[config.mk]
export PLATFORM = sky130hd
export DESIGN_NAME = ex_mem_stage_flat
export DESIGN_NICKNAME = d
export VERILOG_FILES = /design/src/rtl/arm_pkg.sv /design/src/rtl/ex_mem_stage_if.sv /design/src/rtl/ex_alu.sv /design/src/rtl/ex_mem_stage.sv /design/src/flat_wrapper.sv
export SDC_FILE = /design/constraint.sdc
export NUM_CORES = 1
export LEC_CHECK = 0
export CAP_MARGIN = 20
export CORE_ASPECT_RATIO = 0.75
export CORE_MARGIN = 2
export CORE_UTILIZATION = 45
export CTS_CLUSTER_DIAMETER = 100
export CTS_CLUSTER_SIZE = 28
export DETAILED_ROUTE_END_ITERATION = 10
export GPL_TIMING_DRIVEN = 0
export PLACE_DENSITY = 0.73
export SYNTH_ARGS = -nofsm -noshare
export SYNTH_HDL_FRONTEND = slang
export SYNTH_SLANG_ARGS = --single-unit
[constraint.sdc]
create_clock -name CLK -period 3.9 [get_ports CLK]
set_clock_uncertainty 0.2 [all_clocks]
set_input_delay 0.78 -clock CLK [delete_from_list [all_inputs] [get_ports CLK]]
set_output_delay 0.78 -clock CLK [all_outputs]
set_load 0.005 [all_outputs]
[src/rtl/arm_pkg.sv]
// arm_pkg: shared ARM decode constants for the execute stage and branch unit.
//   - data-processing opcode encodings
//   - condition-field encodings
//   - NZCV flag bit indices
//   - cond_pass(): evaluates a condition field against an NZCV value
package arm_pkg;

  localparam logic [3:0] OpAnd = 4'b0000;
  localparam logic [3:0] OpEor = 4'b0001;
  localparam logic [3:0] OpSub = 4'b0010;
  localparam logic [3:0] OpRsb = 4'b0011;
  localparam logic [3:0] OpAdd = 4'b0100;
  localparam logic [3:0] OpAdc = 4'b0101;
  localparam logic [3:0] OpSbc = 4'b0110;
  localparam logic [3:0] OpRsc = 4'b0111;
  localparam logic [3:0] OpTst = 4'b1000;
  localparam logic [3:0] OpTeq = 4'b1001;
  localparam logic [3:0] OpCmp = 4'b1010;
  localparam logic [3:0] OpCmn = 4'b1011;
  localparam logic [3:0] OpOrr = 4'b1100;
  localparam logic [3:0] OpMov = 4'b1101;
  localparam logic [3:0] OpBic = 4'b1110;
  localparam logic [3:0] OpMvn = 4'b1111;

  localparam logic [3:0] CondEq = 4'b0000;
  localparam logic [3:0] CondNe = 4'b0001;
  localparam logic [3:0] CondCs = 4'b0010;
  localparam logic [3:0] CondCc = 4'b0011;
  localparam logic [3:0] CondMi = 4'b0100;
  localparam logic [3:0] CondPl = 4'b0101;
  localparam logic [3:0] CondVs = 4'b0110;
  localparam logic [3:0] CondVc = 4'b0111;
  localparam logic [3:0] CondHi = 4'b1000;
  localparam logic [3:0] CondLs = 4'b1001;
  localparam logic [3:0] CondGe = 4'b1010;
  localparam logic [3:0] CondLt = 4'b1011;
  localparam logic [3:0] CondGt = 4'b1100;
  localparam logic [3:0] CondLe = 4'b1101;
  localparam logic [3:0] CondAl = 4'b1110;
  localparam logic [3:0] CondNv = 4'b1111;

  localparam int unsigned FlagN = 3;
  localparam int unsigned FlagZ = 2;
  localparam int unsigned FlagC = 1;
  localparam int unsigned FlagV = 0;

  function automatic logic cond_pass(input logic [3:0] cond, input logic [3:0] nzcv);
    logic n, z, c, v, pass;
    n = nzcv[FlagN];
    z = nzcv[FlagZ];
    c = nzcv[FlagC];
    v = nzcv[FlagV];
    unique case (cond)
      CondEq:  pass = z;
      CondNe:  pass = ~z;
      CondCs:  pass = c;
      CondCc:  pass = ~c;
      CondMi:  pass = n;
      CondPl:  pass = ~n;
      CondVs:  pass = v;
      CondVc:  pass = ~v;
      CondHi:  pass = c & ~z;
      CondLs:  pass = ~c | z;
      CondGe:  pass = (n == v);
      CondLt:  pass = (n != v);
      CondGt:  pass = ~z & (n == v);
      CondLe:  pass = z | (n != v);
      CondAl:  pass = 1'b1;
      default: pass = 1'b0;
    endcase
    return pass;
  endfunction

endpackage

[src/rtl/ex_mem_stage_if.sv]
// ex_mem_stage_if: ID/EX-side inputs and EX/MEM-side outputs of the execute stage.
//   slave  : the execute stage (consumes *_In, drives *_Out)
//   master : the surrounding pipeline (drives *_In, consumes *_Out)
interface ex_mem_stage_if #(
  parameter int unsigned DW = 32,
  parameter int unsigned RW = 4
);
  logic [3:0]    ALU_In;
  logic          S_In;
  logic          rf_In;
  logic          Load_In;
  logic          Size_In;
  logic          Enable_In;
  logic          rw_In;
  logic [3:0]    Cond_In;
  logic [DW-1:0] A_In;
  logic [DW-1:0] B_In;
  logic          Shift_C_In;
  logic [DW-1:0] StoreData_In;
  logic [RW-1:0] Rd_In;

  logic [DW-1:0] ALU_Result_Out;
  logic [DW-1:0] StoreData_Out;
  logic [RW-1:0] Rd_Out;
  logic          rf_Out;
  logic          Load_Out;
  logic          Size_Out;
  logic          Enable_Out;
  logic          rw_Out;
  logic [3:0]    Flags_Out;

  modport master (
    output ALU_In, S_In, rf_In, Load_In, Size_In, Enable_In, rw_In, Cond_In,
           A_In, B_In, Shift_C_In, StoreData_In, Rd_In,
    input  ALU_Result_Out, StoreData_Out, Rd_Out, rf_Out, Load_Out, Size_Out,
           Enable_Out, rw_Out, Flags_Out
  );

  modport slave (
    input  ALU_In, S_In, rf_In, Load_In, Size_In, Enable_In, rw_In, Cond_In,
           A_In, B_In, Shift_C_In, StoreData_In, Rd_In,
    output ALU_Result_Out, StoreData_Out, Rd_Out, rf_Out, Load_Out, Size_Out,
           Enable_Out, rw_Out, Flags_Out
  );
endinterface

[src/rtl/ex_alu.sv]
// ex_alu: combinational ARM data-processing unit.
//   op_i      : ARM opcode
//   a_i, b_i  : Rn operand and shifter operand
//   shift_c_i : shifter carry-out (C for logical ops)
//   c_i, v_i  : current C and V flags (carry-in, V hold for logical ops)
//   result_o  : operation result
//   flags_o   : candidate NZCV for an S-suffixed instruction
module ex_alu
  import arm_pkg::*;
#(
  parameter int unsigned DW = 32
) (
  input  logic [3:0]    op_i,
  input  logic [DW-1:0] a_i,
  input  logic [DW-1:0] b_i,
  input  logic          shift_c_i,
  input  logic          c_i,
  input  logic          v_i,
  output logic [DW-1:0] result_o,
  output logic [3:0]    flags_o
);

  logic [DW-1:0] add_x, add_y, add_y_eff, logic_res;
  logic          invert, cin, arith;
  logic [DW:0]   sum;
  logic          add_v;

  // Operand routing for the shared adder; subtracts are X + ~Y + cin.
  always_comb begin
    add_x  = a_i;
    add_y  = b_i;
    invert = 1'b0;
    cin    = 1'b0;
    arith  = 1'b1;
    unique case (op_i)
      OpSub, OpCmp: begin
        invert = 1'b1;
        cin    = 1'b1;
      end
      OpRsb: begin
        add_x  = b_i;
        add_y  = a_i;
        invert = 1'b1;
        cin    = 1'b1;
      end
      OpAdd, OpCmn: cin = 1'b0;
      OpAdc:        cin = c_i;
      OpSbc: begin
        invert = 1'b1;
        cin    = c_i;
      end
      OpRsc: begin
        add_x  = b_i;
        add_y  = a_i;
        invert = 1'b1;
        cin    = c_i;
      end
      default: arith = 1'b0;
    endcase
  end

  assign add_y_eff = invert ? ~add_y : add_y;
  assign sum       = {1'b0, add_x} + {1'b0, add_y_eff} + {{DW{1'b0}}, cin};
  // Overflow: both addends share a sign that differs from the sum's sign.
  assign add_v     = (add_x[DW-1] == add_y_eff[DW-1]) && (sum[DW-1] != add_x[DW-1]);

  always_comb begin
    logic_res = '0;
    unique case (op_i)
      OpAnd, OpTst: logic_res = a_i & b_i;
      OpEor, OpTeq: logic_res = a_i ^ b_i;
      OpOrr:        logic_res = a_i | b_i;
      OpMov:        logic_res = b_i;
      OpBic:        logic_res = a_i & ~b_i;
      OpMvn:        logic_res = ~b_i;
      default:      logic_res = '0;
    endcase
  end

  always_comb begin
    result_o       = arith ? sum[DW-1:0] : logic_res;
    flags_o        = '0;
    flags_o[FlagN] = result_o[DW-1];
    flags_o[FlagZ] = (result_o == '0);
    flags_o[FlagC] = arith ? sum[DW] : shift_c_i;
    flags_o[FlagV] = arith ? add_v : v_i;
  end

endmodule

[src/rtl/ex_mem_stage.sv]
// ex_mem_stage: ARM execute stage with the EX/MEM pipeline register and NZCV flags.
//   CLK   : rising-edge clock
//   CLR   : asynchronous active-high reset, clears every register
//   Flush : inserts a bubble (controls and data cleared, flags kept)
//   Stall : holds the EX/MEM register and the flags
//   bus   : ID/EX inputs (*_In) and registered EX/MEM outputs (*_Out), Flags_Out = {N,Z,C,V}
module ex_mem_stage
  import arm_pkg::*;
#(
  parameter int unsigned DW = 32,
  parameter int unsigned RW = 4
) (
  input  logic           CLK,
  input  logic           CLR,
  input  logic           Flush,
  input  logic           Stall,
  ex_mem_stage_if.slave  bus
);

  logic [DW-1:0] alu_result;
  logic [3:0]    alu_flags;
  logic          cond_ok, is_test_op, rf_d, enable_d, flag_we;

  logic [DW-1:0] result_q, store_data_q;
  logic [RW-1:0] rd_q;
  logic          rf_q, load_q, size_q, enable_q, rw_q;
  logic [3:0]    flags_q;

  ex_alu #(
    .DW(DW)
  ) u_alu (
    .op_i      (bus.ALU_In),
    .a_i       (bus.A_In),
    .b_i       (bus.B_In),
    .shift_c_i (bus.Shift_C_In),
    .c_i       (flags_q[FlagC]),
    .v_i       (flags_q[FlagV]),
    .result_o  (alu_result),
    .flags_o   (alu_flags)
  );

  always_comb begin
    cond_ok    = cond_pass(bus.Cond_In, flags_q);
    // TST/TEQ/CMP/CMN only set flags; they never write a register.
    is_test_op = (bus.ALU_In[3:2] == 2'b10);
    rf_d       = bus.rf_In & cond_ok & ~is_test_op;
    enable_d   = bus.Enable_In & cond_ok;
    flag_we    = bus.S_In & cond_ok & ~Stall & ~Flush;
  end

  always_ff @(posedge CLK or posedge CLR) begin
    if (CLR) begin
      result_q     <= '0;
      store_data_q <= '0;
      rd_q         <= '0;
      rf_q         <= 1'b0;
      load_q       <= 1'b0;
      size_q       <= 1'b0;
      enable_q     <= 1'b0;
      rw_q         <= 1'b0;
    end else if (Flush) begin
      result_q     <= '0;
      store_data_q <= '0;
      rd_q         <= '0;
      rf_q         <= 1'b0;
      load_q       <= 1'b0;
      size_q       <= 1'b0;
      enable_q     <= 1'b0;
      rw_q         <= 1'b0;
    end else if (!Stall) begin
      result_q     <= alu_result;
      store_data_q <= bus.StoreData_In;
      rd_q         <= bus.Rd_In;
      rf_q         <= rf_d;
      load_q       <= bus.Load_In;
      size_q       <= bus.Size_In;
      enable_q     <= enable_d;
      rw_q         <= bus.rw_In;
    end
  end

  always_ff @(posedge CLK or posedge CLR) begin
    if (CLR) begin
      flags_q <= 4'b0000;
    end else if (flag_we) begin
      flags_q <= alu_flags;
    end
  end

  assign bus.ALU_Result_Out = result_q;
  assign bus.StoreData_Out  = store_data_q;
  assign bus.Rd_Out         = rd_q;
  assign bus.rf_Out         = rf_q;
  assign bus.Load_Out       = load_q;
  assign bus.Size_Out       = size_q;
  assign bus.Enable_Out     = enable_q;
  assign bus.rw_Out         = rw_q;
  assign bus.Flags_Out      = flags_q;

endmodule

[src/flat_wrapper.sv]
// flat-port wrapper written by rule: the top's interface ports become plain ports
module ex_mem_stage_flat import arm_pkg::*;
#(
  parameter int unsigned DW = 32,
  parameter int unsigned RW = 4
)
  (CLK, CLR, Flush, Stall, bus_ALU_In, bus_S_In, bus_rf_In, bus_Load_In, bus_Size_In, bus_Enable_In, bus_rw_In, bus_Cond_In, bus_A_In, bus_B_In, bus_Shift_C_In, bus_StoreData_In, bus_Rd_In, bus_ALU_Result_Out, bus_StoreData_Out, bus_Rd_Out, bus_rf_Out, bus_Load_Out, bus_Size_Out, bus_Enable_Out, bus_rw_Out, bus_Flags_Out);
  ex_mem_stage_if #(.DW(DW), .RW(RW)) bus_i ();
  input  logic CLK;
  input  logic CLR;
  input  logic Flush;
  input  logic Stall;
  input wire logic [$bits(bus_i.ALU_In)-1:0] bus_ALU_In;
  input wire logic [$bits(bus_i.S_In)-1:0] bus_S_In;
  input wire logic [$bits(bus_i.rf_In)-1:0] bus_rf_In;
  input wire logic [$bits(bus_i.Load_In)-1:0] bus_Load_In;
  input wire logic [$bits(bus_i.Size_In)-1:0] bus_Size_In;
  input wire logic [$bits(bus_i.Enable_In)-1:0] bus_Enable_In;
  input wire logic [$bits(bus_i.rw_In)-1:0] bus_rw_In;
  input wire logic [$bits(bus_i.Cond_In)-1:0] bus_Cond_In;
  input wire logic [$bits(bus_i.A_In)-1:0] bus_A_In;
  input wire logic [$bits(bus_i.B_In)-1:0] bus_B_In;
  input wire logic [$bits(bus_i.Shift_C_In)-1:0] bus_Shift_C_In;
  input wire logic [$bits(bus_i.StoreData_In)-1:0] bus_StoreData_In;
  input wire logic [$bits(bus_i.Rd_In)-1:0] bus_Rd_In;
  output wire logic [$bits(bus_i.ALU_Result_Out)-1:0] bus_ALU_Result_Out;
  output wire logic [$bits(bus_i.StoreData_Out)-1:0] bus_StoreData_Out;
  output wire logic [$bits(bus_i.Rd_Out)-1:0] bus_Rd_Out;
  output wire logic [$bits(bus_i.rf_Out)-1:0] bus_rf_Out;
  output wire logic [$bits(bus_i.Load_Out)-1:0] bus_Load_Out;
  output wire logic [$bits(bus_i.Size_Out)-1:0] bus_Size_Out;
  output wire logic [$bits(bus_i.Enable_Out)-1:0] bus_Enable_Out;
  output wire logic [$bits(bus_i.rw_Out)-1:0] bus_rw_Out;
  output wire logic [$bits(bus_i.Flags_Out)-1:0] bus_Flags_Out;
  assign bus_i.ALU_In = bus_ALU_In;
  assign bus_i.S_In = bus_S_In;
  assign bus_i.rf_In = bus_rf_In;
  assign bus_i.Load_In = bus_Load_In;
  assign bus_i.Size_In = bus_Size_In;
  assign bus_i.Enable_In = bus_Enable_In;
  assign bus_i.rw_In = bus_rw_In;
  assign bus_i.Cond_In = bus_Cond_In;
  assign bus_i.A_In = bus_A_In;
  assign bus_i.B_In = bus_B_In;
  assign bus_i.Shift_C_In = bus_Shift_C_In;
  assign bus_i.StoreData_In = bus_StoreData_In;
  assign bus_i.Rd_In = bus_Rd_In;
  assign bus_ALU_Result_Out = bus_i.ALU_Result_Out;
  assign bus_StoreData_Out = bus_i.StoreData_Out;
  assign bus_Rd_Out = bus_i.Rd_Out;
  assign bus_rf_Out = bus_i.rf_Out;
  assign bus_Load_Out = bus_i.Load_Out;
  assign bus_Size_Out = bus_i.Size_Out;
  assign bus_Enable_Out = bus_i.Enable_Out;
  assign bus_rw_Out = bus_i.rw_Out;
  assign bus_Flags_Out = bus_i.Flags_Out;
  ex_mem_stage #(.DW(DW), .RW(RW)) u_core (.CLK(CLK), .CLR(CLR), .Flush(Flush), .Stall(Stall), .bus(bus_i));
endmodule
After elaboration in Yosys (flattened, before gate mapping)
Index checks and enable logic that the tools add are counted.

storage, ports and cells
  logic and storage cells = 108
  output and inout bits = 77
  register bits = 77

operators by class
  bitwise gates (word level) = 23
  equality and inequality tests = 35
  multiplexer cells = 26
  $add $sub $neg = 2
  reductions and logical operators = 12

operators with widths
  operator                                       number
  two-way mux 32 bit                             8
  case mux 32 bit (6 select lines)               1
  AND 32 bit                                     2
  inverter 32 bit                                2
  == test 4 bit, second input constant           15
  adder 32 x 32 -> 33 bit                        1
  adder 33 x 1 -> 33 bit                         1
  == test 4 x 3 -> 1 bit, second input constant  8
  zero test 32 bit                               1
  OR 32 bit                                      1
  bitwise XOR 32 bit                             1
  == test 4 x 2 -> 1 bit, second input constant  4
  case mux 1 bit (15 select lines)               1
  two-way mux 1 bit                              13
  AND 1 bit                                      8
  == test 4 x 1 -> 1 bit, second input constant  2
  zero test 4 bit                                2
  two-way mux 4 bit                              2
  OR reduction 8 bit                             1
  inverter 1 bit                                 7
  OR reduction 2 bit                             3
  OR reduction 3 bit                             2
  OR reduction 5 bit                             1
  == test 1 bit                                  2
  other kinds (7)                                9

Longest topological paths before layout
Gate-level depths: netlist of run 1.

  depth after elaboration = 10
  gate-level depth with buffers = 22

Hierarchy
Synthesis of run 1 repeated with hierarchy kept, for this count alone.

unflattened totals
  cells, all modules = 1193
  area, all modules = 9039.9 um^2

modules (own cells, without submodules)
  module        area an instance (um^2)  times used  seq. area each (um^2)  cells each
  ex_alu        5612.9                   1           0.0                    896
  ex_mem_stage  3427.0                   1           1926.8                 297

Worst setup path before layout of run 1
No wires, ideal clock.

  path kind = input to register
  start = input port bus_ALU_In[0]
  end = register u_core.result_q[30] (netlist: u_core.bus.ALU_Result_Out[30])
  slack = -1.302 ns
  stages = 21
  arrival = 4.867 ns
  required time = 3.564 ns
  setup time = 0.136 ns
  path through = clkbuf_1 > buf_4 > buf_2 > buf_2 > o21ai_0 > nand2_1 > buf_1 > xnor2_1 > fa_1 > inv_1 > fa_1 > nand2b_1 > a21oi_1 > o21ai_1 > a21oi_1 > nor4_1 > o311ai_1 > a21oi_1 > xnor2_1 > a211oi_1 > nor3_1

between the ends
  longest elaborated chain between the ends = 10

ends and longest elaborated chain
  what                                                                     line                text
  start, declared                                                          flat_wrapper.sv:13  input wire logic [$bits(bus_i.ALU_In)-1:0] bus_ALU_In;
  == test 4 x 3 -> 1 bit / == test 4 x 2 -> 1 bit (equally long branches)  ex_alu.sv:35        unique case (op_i)
  OR reduction 2 bit (no line)                                             -
  two-way mux 32 bit                                                       ex_alu.sv:35
  inverter 32 bit                                                          ex_alu.sv:62        assign add_y_eff = invert ? ~add_y : add_y;
  two-way mux 32 bit                                                       ex_alu.sv:62
  adder 32 x 32 -> 33 bit                                                  ex_alu.sv:63        assign sum = {1'b0, add_x} + {1'b0, add_y_eff} + {{DW{1'b0}}, cin};
  adder 33 x 1 -> 33 bit                                                   ex_alu.sv:63
  two-way mux 32 bit *                                                     ex_alu.sv:81        result_o = arith ? sum[DW-1:0] : logic_res;
  two-way mux 32 bit *                                                     ex_mem_stage.sv:70  end else if (!Stall) begin
  two-way mux 32 bit *                                                     ex_mem_stage.sv:61  end else if (Flush) begin
  end signal, assigned                                                     ex_mem_stage.sv:71  result_q <= alu_result;
  end, declared                                                            ex_mem_stage.sv:24  logic [DW-1:0] result_q, store_data_q;

Every way passes the cells marked *; elsewhere a longest branch is shown, timed or not. The select of a mux whose other input is x is not followed.
A chain may end at the register's enable or synchronous reset.

Final worst setup path of run 1
  start = input port bus_ALU_In[1]
  end = register u_core.flags_q[2] (netlist: u_core.bus.Flags_Out[2])

between the ends
  longest elaborated chain between the ends = 9

ends and longest elaborated chain
  what                                                                     line                text
  == test 4 x 3 -> 1 bit / == test 4 x 2 -> 1 bit (equally long branches)  ex_alu.sv:35
  OR reduction 2 bit (no line)                                             -
  two-way mux 32 bit                                                       ex_alu.sv:35
  inverter 32 bit                                                          ex_alu.sv:62
  two-way mux 32 bit                                                       ex_alu.sv:62
  adder 32 x 32 -> 33 bit                                                  ex_alu.sv:63
  adder 33 x 1 -> 33 bit                                                   ex_alu.sv:63
  two-way mux 32 bit *                                                     ex_alu.sv:81
  zero test 32 bit *                                                       ex_alu.sv:84        flags_o[FlagZ] = (result_o == '0);
  end signal, assigned                                                     ex_mem_stage.sv:86  flags_q <= alu_flags;
  end, declared                                                            ex_mem_stage.sv:27  logic [3:0] flags_q;

Every way passes the cells marked *; elsewhere a longest branch is shown, timed or not.

==> impl_results.md, run 1 <==
- EDFF count, synth: 0
- Remaining routing DRC violations: 0
- Final setup fails: 28
- Critical path launch point type: input port
- CTS Buffer Depth: 2
- FF+latch count, synth: 77
- Routed Antenna Nets: 0
- P_leak: 5.74 nW
- Initial antenna violation count: 0
- Crit. End Element: register
- Worst Slack Setup Final: -923 ps
- Number of CTS-inserted buffers: 9
- Main combinational cell family by area after synthesis: compound AO/OA/AOI/OAI gates
- Max VDD drop: 0.214 mV
- Routability cong.: 1.01
- Crit Path Class: in2reg
- Post-Synth Simple-Gate Area: 20.1%
- Syn_area_per_cell: 7.47 um2
- Drt wl/cell: 21.6 um
- Core Footprint: 19200 um2
- Final Hold Vio Count: 0
- Max Cap Viol: 0
- Post-DR vias/cell: 6.17
- Critical Path AT: 4840 ps
- Power per cell area: 313 nW/um2
- FP Rows: 44
- IO Count: 196
- Nets: 1623
- Highest clock rate: 0.207 GHz
- First-pass detailed-route iteration total: 8
- Hold Buf Count CTS: 0
- Clock transition at the registers of the reported paths: 60 ps
- Min cycle time layout: 4820 ps
- Final Cycle Share: 124%
- RSZ-0062 raised after global routing: yes
- Post-Syn Area: 8780 um2
- Die area: 20700 um2
- Worst slack at placement: -2160 ps
- Drt total wl: 36600 um
- CP Data Required Time: 3920 ps
- Largest net degree at the start of global routing: 43
- Mapped Cells: 1175
- Die X: 165 um
- Post-synthesis async set-or-reset flop share: 100%
- Proportion of synthesized area in mux cells: 7.25%
- Share of layout cells above drive strength 1: 20.4%
- Crit-path leading delay family: buffers and inverters
- Post-synthesis adder-cell area fraction: 9.44%
- Total vias in the final route: 10500
- Worst path max stage delay: 410 ps
- Compound-Gate Fraction of Synth Area: 27.1%
- Slowest cell on the critical path: a2111oi_4
- GRT Total Usage: 34.0%
- Starting DRC count in detailed routing: 1317
- Status: finished, violations left
- Predominant post-synthesis flop cell: dfrtp_1
- Worst-Margin Slew: 1170 ps
- H-Tree Level Count: 3
- Synth Net Count: 1359
- Fin. max-slew vios: 0
- Post-DP HPWL: 26800 um
- Synth warn: 0
- Area grow syn2layout: 48.8%
- Synth Area in XOR/XNOR: 6.39%
- Clock sink total: 77
- Worst path cell trace: buf_8, buf_8, buf_4, buf_4, nand2_2, buf_6, buf_6, xnor2_1, ha_2, buf_6, nand4_1, buf_4, a2111oi_4, o21ai_4, a21oi_4, buf_6, o31ai_4, mux2_4, o211ai_1, nor4_2, nand4_1, o22ai_2
- CP Buf/Inv Count: 9
- Final TNS setup: -11450 ps
- Failing checks: setup timing
- # diodes: 0
- Worst Path Max Fanout: 19
- CTS tree: done
- Worst skew pair latency: 340 ps
- Slew HR: 21.2%
- First-pass GRT wire length: 54200 um
- Register area share after synthesis: 21.9%
- Clock Root Buffer: clkbuf_16
- Most frequent cell on the critical path: buf_6
- Vias in the first global route: 9816
- Number of I/O port buffers: 190
- Gr ovfl total: 0
- Die Ht: 125 um
- Yosys cell types: 82
- Starting Density: 45.7%
- Hold Path Class: reg2reg
- Fillers: 1563
timing repair:
action / 4_1_cts / 5_1_grt
resized for setup: 126 / 110
endpoints found under the setup margin: 36 / 32
setup buffers: 42 / 23
pin swaps: 51 / 62
stage by stage:
step / area, um2 / util [%] / power [mW] / hold slack, ps / cells
6_report: 13100 / 68.0 / 4.09 / 314 / 1697
5_1_grt: 13100 / 68.0 / 4.29 / 318 / 1697
4_1_cts: 12400 / 64.6 / 3.76 / 317 / 1675
3_5_place_dp: 11300 / 59.0 / 2.78 / 296 / 1619
3_3_place_gp: 11300 / 58.9 / 2.76 / 287 / 1618
2_1_floorplan: 9100 / - / 2.11 / 289 / 1175
logic make-up after synthesis:
family                   Yosys count
AND/OR/NAND/NOR                  378
adder cells (fa/ha/maj)           65
buffers and inverters            165
multiplexers                      62
flip-flops                        77
XOR/XNOR                          64
AO/OA/AOI/OAI                    364
worst paths after layout:
kind	start	endpoint	slack [ps]	depth (start not counted)
max reg2reg	u_core.bus.Flags_Out[1]$_DFFE_PP0P_	u_core.bus.Flags_Out[2]$_DFFE_PP0P_	-130	18
min	u_core.bus.ALU_Result_Out[11]$_DFFE_PP0P_	u_core.bus.ALU_Result_Out[11]$_DFFE_PP0P_	310	2
max in group asynchronous	CLR	u_core.bus.ALU_Result_Out[15]$_DFFE_PP0P_	2280	3
max	bus_ALU_In[1]	u_core.bus.Flags_Out[2]$_DFFE_PP0P_	-920	22
min in group asynchronous	CLR	u_core.bus.StoreData_Out[16]$_DFFE_PP0P_	650	2
min reg2reg	u_core.bus.ALU_Result_Out[11]$_DFFE_PP0P_	u_core.bus.ALU_Result_Out[11]$_DFFE_PP0P_	310	2
sequential cells by signal (all words and copies together), names as in the netlist:
| signal | flops |
|---|---|
| u_core.bus.Size_Out | 1 |
| u_core.bus.rw_Out | 1 |
| u_core.bus.ALU_Result_Out | 32 |
| u_core.bus.Flags_Out | 4 |
| u_core.bus.Rd_Out | 4 |
| u_core.bus.rf_Out | 1 |
| u_core.bus.Enable_Out | 1 |
| u_core.bus.Load_Out | 1 |
| u_core.bus.StoreData_Out | 32 |
Yosys cell counts (all sizes together) (11+ instances only):
cell / count / area share (%)
xnor2: 29 / 2.9
nor2: 121 / 5.2
or3: 16 / 1.1
buf: 34 / 2.2
o21ai: 109 / 6.2
mux2i: 58 / 6.6
xor2: 35 / 3.5
o21a: 14 / 1.2
o211ai: 15 / 1.3
dfrtp: 77 / 22
clkbuf: 48 / 2.1
nand2: 126 / 5.4
a21oi: 96 / 5.6
nand3: 19 / 1.1
a21o: 12 / 1.0
inv: 83 / 3.5
nand4: 12 / 0.86
nor3: 19 / 1.1
ha: 63 / 9.0
a211oi: 11 / 0.94
nor4: 13 / 1.0
power by group:
part           internal, mW  switching (mW)  leakage (nW)  total [mW]
combinational          1.08            1.27          4.57        2.34
sequential            0.873          0.0662          1.02       0.939
clock                 0.482           0.328         0.146       0.810
total                  2.43            1.66          5.74        4.09
metal layers:
layer | wire (um) | vias up | global-route usage [%]
li1 | - | 4771 | -
met4 | 1630 | 0 | 14.8
met1 | 15200 | 4889 | 48.1
met5 | 0 | - | 0
met2 | 15400 | 682 | 48.8
met3 | 4370 | 128 | 8.56
final cells by class:
| class | count | area [um2] | area share [%] |
|---|---|---|---|
| buffer | 80 | 688 | 5.27 |
| clock buffer | 13 | 270 | 2.07 |
| clock inverter | 3 | 18.8 | 0.144 |
| multi-input combinational | 933 | 7060 | 54.1 |
| sequential | 77 | 1930 | 14.8 |
| timing repair buffer | 255 | 2450 | 18.8 |
| inverter | 83 | 324 | 2.48 |
| tap | 253 | 317 | 2.42 |
tightest hold or removal path, cell delays in order (launching register included):
cell and delay, ps:
dfrtp_1 340, a21oi_1 60, nor2_1 80
placed cells by master, fill, tap and decap left out, types with 11 or more instances in the layout:
cell type,Yosys,final
xnor2_1,29,25
dfrtp_1,77,77
buf_6,1,18
nor2_1,119,111
clkdlybuf4s50_1,0,187
nor3_1,18,14
buf_4,9,59
a21oi_2,3,20
clkbuf_16,0,12
o21ai_2,0,19
nand2_1,126,112
nand4_1,12,12
or3_1,16,14
inv_1,81,78
mux2i_1,58,56
clkbuf_8,0,13
a21o_1,12,11
a21oi_1,93,66
ha_1,63,55
nand2_2,0,12
o21ai_0,101,70
o21ai_1,8,17
o21a_1,14,14
o211ai_1,15,15
xor2_1,35,33
nand3_1,18,14
clkbuf_1,48,31
(Power assumes the default switching activity.)
==> run 2: changes to the inputs <==
--- a/config.mk
+++ b/config.mk
@@ -7,7 +7,7 @@
 export LEC_CHECK = 0
 export CAP_MARGIN = 20
 export CORE_ASPECT_RATIO = 0.75
-export CORE_MARGIN = 2
+export CORE_MARGIN = 8
 export CORE_UTILIZATION = 45
 export CTS_CLUSTER_DIAMETER = 100
 export CTS_CLUSTER_SIZE = 28
==> run 2 against run 1 <==
  * The run still ends with setup timing left
  * Register-to-register slack got worse by 140 ps
  * Critical path type unchanged
  * Cell count up 0.65%
  * Core utilization rose by 0.42 points
  * Hold slack worse by 9.3 ps
  * Highest routed layer unchanged
  * Design area rose by 0.62%
==> impl_results.md, run 2 (synthesis results as in run 1) <==
- H-Tree Level Count: 3
- Worst Slack Setup Final: -1020 ps
- Grt peak-use layer: met2
- GRT Total Usage: 30.9%
- Final Hold Vio Count: 0
- Crit. End Element: register
- Leading cell type in the layout, fill and taps excluded: clkdlybuf4s50_1
- Hold Buf Count CTS: 0
- Remaining routing DRC violations: 0
- Failing checks: setup timing
- Post-DP HPWL: 28600 um
- Max Cap Viol: 0
- Share of layout cells above drive strength 1: 20.6%
- Most frequent cells in the layout: clkdlybuf4s50_1 (187), nor2_1 (115), nand2_1 (112), inv_1 (78), dfrtp_1 (77)
- FP Rows: 44
- Clock transition at the registers of the reported paths: 60 ps
- Worst slack at placement: -2220 ps
- Starting DRC count in detailed routing: 1312
- Worst Path Max Fanout: 11
- Status: finished, violations left
- Crit Path Class: in2reg
- GRT met3 Usage: 7.91%
- Critical Path AT: 4970 ps
- Min cycle time layout: 4920 ps
- WHS: 304 ps
- Slowest cell on the critical path: or3_4
- Post-DR vias/cell: 6.25
- Clock sink total: 77
- RSZ-0062 raised after global routing: yes
- Routed Antenna Nets: 0
- Number of CTS-inserted buffers: 9
- First-pass detailed-route iteration total: 6
- Core Footprint: 19200 um2
- Largest net degree at the start of global routing: 44
- Fin. max-slew vios: 0
- Drt wl/cell: 22.8 um
- Worst skew pair latency: 330 ps
- Hold Path Class: reg2reg
- IO Count: 196
- Slew HR: 31.3%
- Highest clock rate: 0.203 GHz
- Worst-Margin Slew: 1010 ps
- # diodes: 0
- CTS Buffer Depth: 2
- Core Util, Final: 68.4%
- Die Ht: 137 um
- Worst path cell trace: buf_4, clkbuf_8, or3_4, clkbuf_16, clkbuf_8, o21ai_4, fa_2, inv_2, fa_2, buf_4, nand2b_4, a21oi_4, buf_6, o21a_1, o31a_1, nand4_1, nor4_2, nand4_1, nor4_2, nand4_1, o22ai_2
- Power per cell area: 322 nW/um2
- Final Cell Area: 13100 um2
- Max VDD drop: 0.259 mV
- Starting Density: 45.7%
- CP Buf/Inv Count: 7
- Nets: 1634
- CTS tree: done
- Die X: 177 um
- Total vias in the final route: 10700
- Fin cells: 1708
- Crit-path leading delay family: simple AND/OR/NAND/NOR gates
- P_leak: 5.77 nW
- Vias in the first global route: 10500
- Final TNS setup: -14140 ps
- Final setup fails: 29
- First-pass GRT wire length: 58800 um
- Clock Root Buffer: clkbuf_16
- Critical path launch point type: input port
- Final Power: 4.23 mW
- Worst path max stage delay: 420 ps
- Routability cong.: 0.994
- Gr ovfl total: 0
- Final Cycle Share: 126%
- Area grow syn2layout: 49.7%
- Drt total wl: 38900 um
- CP Data Required Time: 3950 ps
- Initial antenna violation count: 0
- Number of I/O port buffers: 190
- Die area: 24300 um2
- M1 GR Usage: 41.8%
- Placed cell areas: 11300 um2
- Most frequent cell on the critical path: nand4_1
- GR Layer Usage met2: 45.5%
- Placed Cells: 1619
run 2: report_power, final:
group	internal [mW]	leakage (nW)	switching, mW
logic	1.09	4.60	1.29
clock network	0.579	0.152	0.333
registers	0.873	1.02	0.0677
run 2: path summary, 6_finish.rpt:
path | startpoint | slack, ps | cells after the start | endpoint
max reg2reg | u_core.bus.Flags_Out[1]$_DFFE_PP0P_ | -270 | 17 | u_core.bus.Flags_Out[2]$_DFFE_PP0P_
max | bus_ALU_In[3] | -1020 | 21 | u_core.bus.Flags_Out[2]$_DFFE_PP0P_
min reg2reg | u_core.bus.Enable_Out$_DFFE_PP0P_ | 300 | 1 | u_core.bus.Enable_Out$_DFFE_PP0P_
max in group asynchronous | CLR | 2310 | 3 | u_core.bus.StoreData_Out[3]$_DFFE_PP0P_
min in group asynchronous | CLR | 620 | 2 | u_core.bus.StoreData_Out[19]$_DFFE_PP0P_
min | u_core.bus.Enable_Out$_DFFE_PP0P_ | 300 | 1 | u_core.bus.Enable_Out$_DFFE_PP0P_
run 2: repair_timing:
action,CTS,global route
gates resized for setup,181,49
cloned,1,0
endpoints found under the setup margin,36,32
setup buffers,64,11
pin swaps,67,40
run 2: layout make-up:
class / count / area, um2
Buffer: 81 / 671
Multi-Input combinational cell: 934 / 7020
Clock buffer: 11 / 243
Tap cell: 253 / 317
Inverter: 83 / 324
Clock inverter: 5 / 83.8
Timing Repair Buffer: 264 / 2560
Sequential cell: 77 / 1930
Fill cell: 1579 / 6070
run 2: layer usage:
metal  share of wire, %  vias to the layer above
met2                 43                      707
met3                 12                      121
li1                   -                     4778
met4                4.1                        0
met5                  0                        -
met1                 41                     5069
==> run 3: changes to the inputs <==
==> constraint.sdc (replaced) <==
create_clock -name CLK -period 6.2 [get_ports CLK]
set_clock_uncertainty 0.2 [all_clocks]
set_input_delay 1.24 -clock CLK [delete_from_list [all_inputs] [get_ports CLK]]
set_output_delay 1.24 -clock CLK [all_outputs]
set_load 0.005 [all_outputs]
==> run 3 against run 2 <==
  * The flow now finishes without violations
  * Cell count decreased by 4.6%
  * Die area is the same
  * Total power shrank 47%
  * Worst setup slack improved by 1200 ps
  * Critical path type unchanged
  * Largest cell class unchanged
==> impl_results.md, run 3 (synthesis results as in run 1) <==
- P_leak: 5.11 nW
- M1 GR Usage: 39.0%
- Number of I/O port buffers: 190
- Worst-Margin Slew: 1210 ps
- IO Count: 196
- Drt wl/cell: 21.6 um
- Leading cell type in the layout, fill and taps excluded: clkdlybuf4s50_1
- Crit. End Element: register
- Register area: 1930 um2
- CP Data Required Time: 6250 ps
- Largest net degree at the start of global routing: 47
- Worst Slack Setup Final: 134 ps
- R2R setup slack: 1850 ps
- Clock transition at the registers of the reported paths: 50 ps
- Area occupied by multi-input gates: 6280 um2
- Vias in the first global route: 9559
- Die area: 24300 um2
- Core Footprint: 19200 um2
- Post-DR vias/cell: 6.15
- RSZ-0062 raised after global routing: no
- Hold Path Class: reg2reg
- GR Layer Usage met2: 41.8%
- Worst r2r path cells: 15
- Remaining routing DRC violations: 0
- Slew HR: 18.4%
- Routed Antenna Nets: 0
- Highest clock rate: 0.165 GHz
- Post-DP HPWL: 28300 um
- Total vias in the final route: 10000
- Die Ht: 137 um
- CTS tree: done
- Max Cap Viol: 0
- Nets: 1558
- Starting DRC count in detailed routing: 1247
- Power per cell area: 197 nW/um2
- # diodes: 0
- GRT Total Usage: 28.0%
- Routability cong.: 0.994
- Final Hold Vio Count: 0
- R2r endpoint: u_core.bus.Flags_Out[2]$_DFFE_PP0P_
- Max VDD drop: 0.127 mV
- Fin. max-slew vios: 0
- FP Rows: 44
- Clock Root Buffer: clkbuf_16
- Hold Buf Count CTS: 0
- Status: complete, no violations
- Min cycle time layout: 6070 ps
- Worst Path Max Fanout: 10
- Clock sink total: 77
- Worst slack at placement: -1610 ps
- Worst hold endpoint: u_core.bus.Enable_Out$_DFFE_PP0P_
- Drt total wl: 35300 um
- Gr ovfl total: 0
- First-pass detailed-route iteration total: 8
- CTS Buffer Depth: 2
- Most frequent cells in the layout: clkdlybuf4s50_1 (189), nand2_1 (125), nor2_1 (119), o21ai_0 (96), a21oi_1 (90)
- Final setup fails: 0
- Critical Path Source: bus_ALU_In[0]
- Min-Delay Startpoint: u_core.bus.Enable_Out$_DFFE_PP0P_
- H-Tree Level Count: 3
- Crit Path Class: in2reg
- Initial antenna violation count: 0
- Fillers: 1755
- Reg2reg start: u_core.bus.Flags_Out[1]$_DFFE_PP0P_
- Worst skew pair latency: 330 ps
- Share of layout cells above drive strength 1: 6.61%
- Number of CTS-inserted buffers: 9
- Starting Density: 45.7%
- Final Cycle Share: 97.8%
- First-pass GRT wire length: 53500 um
- Final TNS setup: 0 ps
- Critical Path AT: 6110 ps
- Grt peak-use layer: met2
- Area grow syn2layout: 30.6%
- Hold Crit Depth: 1
- Die X: 177 um
- GRT met3 Usage: 6.37%
- WHS: 298 ps
- Critical path launch point type: input port
==> run 3: changes by cell type in the layout (fill, tap and decap cells not counted), moves of 11 or more <==
cell / delta
buf_4: -53
o21ai_0: +29
a21oi_1: +27
a21oi_2: -20
o21ai_2: -14
nand2_1: +13
buf_6: -12
nand2_2: -11
==> run 3: report_power, final <==
group,switching [mW],internal [mW]
Clock,0.193,0.318
Sequential,0.0393,0.549
Combinational,0.658,0.500
Total,0.890,1.37
==> run 3: stage by stage <==
| step | cells | util [%] | cell area, um2 | total power [mW] |
|---|---|---|---|---|
| final | 1630 | 59.7 | 11500 | 2.26 |
| after detailed placement | 1619 | 57.4 | 11000 | 1.70 |
| after CTS | 1630 | 59.2 | 11400 | 2.23 |
| after global placement | 1618 | 57.2 | 11000 | 1.69 |
| after global routing | 1630 | 59.7 | 11500 | 2.39 |
| after floorplan | 1175 | - | 8780 | 1.28 |
==> run 3: cell type report <==
type | count | share of cell area [%]
flip-flops and latches | 77 | 16.8
clock inverters | 2 | 0.306
plain buffers | 75 | 3.38
multi-input cells | 933 | 54.8
well taps | 253 | 2.76
inverters | 83 | 2.74
repair buffers | 195 | 17.1
clock buffers | 12 | 2.15
==> run 3: timing repair <==
| item | in CTS | in global routing |
|---|---|---|
| cloned | 0 | 0 |
| pin swaps | 5 | 8 |
| hold endpoints to repair | 0 | 0 |
| endpoints found under the setup margin | 25 | 6 |
| setup buffers | 0 | 4 |
| resized for setup | 33 | 27 |
==> run 3: worst max-delay path by stage <==
stage | to | slack (ps) | cells after the start
4_1_cts | u_core.bus.Flags_Out[2]$_DFFE_PP0P_ | 10 | 20
5_1_grt | u_core.bus.Flags_Out[2]$_DFFE_PP0P_ | 1 | 21
3_5_place_dp | u_core.bus.Flags_Out[2]$_DFFE_PP0P_ | -1610 | 20
3_3_place_gp | u_core.bus.Flags_Out[2]$_DFFE_PP0P_ | -1540 | 20
6_report | u_core.bus.Flags_Out[2]$_DFFE_PP0P_ | 130 | 21
2_1_floorplan | u_core.bus.ALU_Result_Out[30]$_DFFE_PP0P_ | 540 | 21
==> run 3: critical path, cell delays in order <==
cell and delay (ps):
clkdlybuf4s50_1 500, inv_2 110, buf_4 210, or3_4 430
buf_4 210, nand2_1 90, o21ai_2 70, xnor2_2 160
fa_2 260, inv_1 70, fa_1 450, xor2_1 190
nor3_1 80, a2111o_1 460, a2111oi_4 370, o2111ai_2 180
nor4_2 270, nand4_1 210, nor4_2 250, nand4_1 160
o22ai_2 120
==> run 3: routing by layer <==
metal	wire length, um	share of wire, %	vias up
met5	0	0	-
met4	1150	3.3	0
met3	3850	11	74
met2	15300	43	595
met1	15000	42	4734
li1	-	-	4624
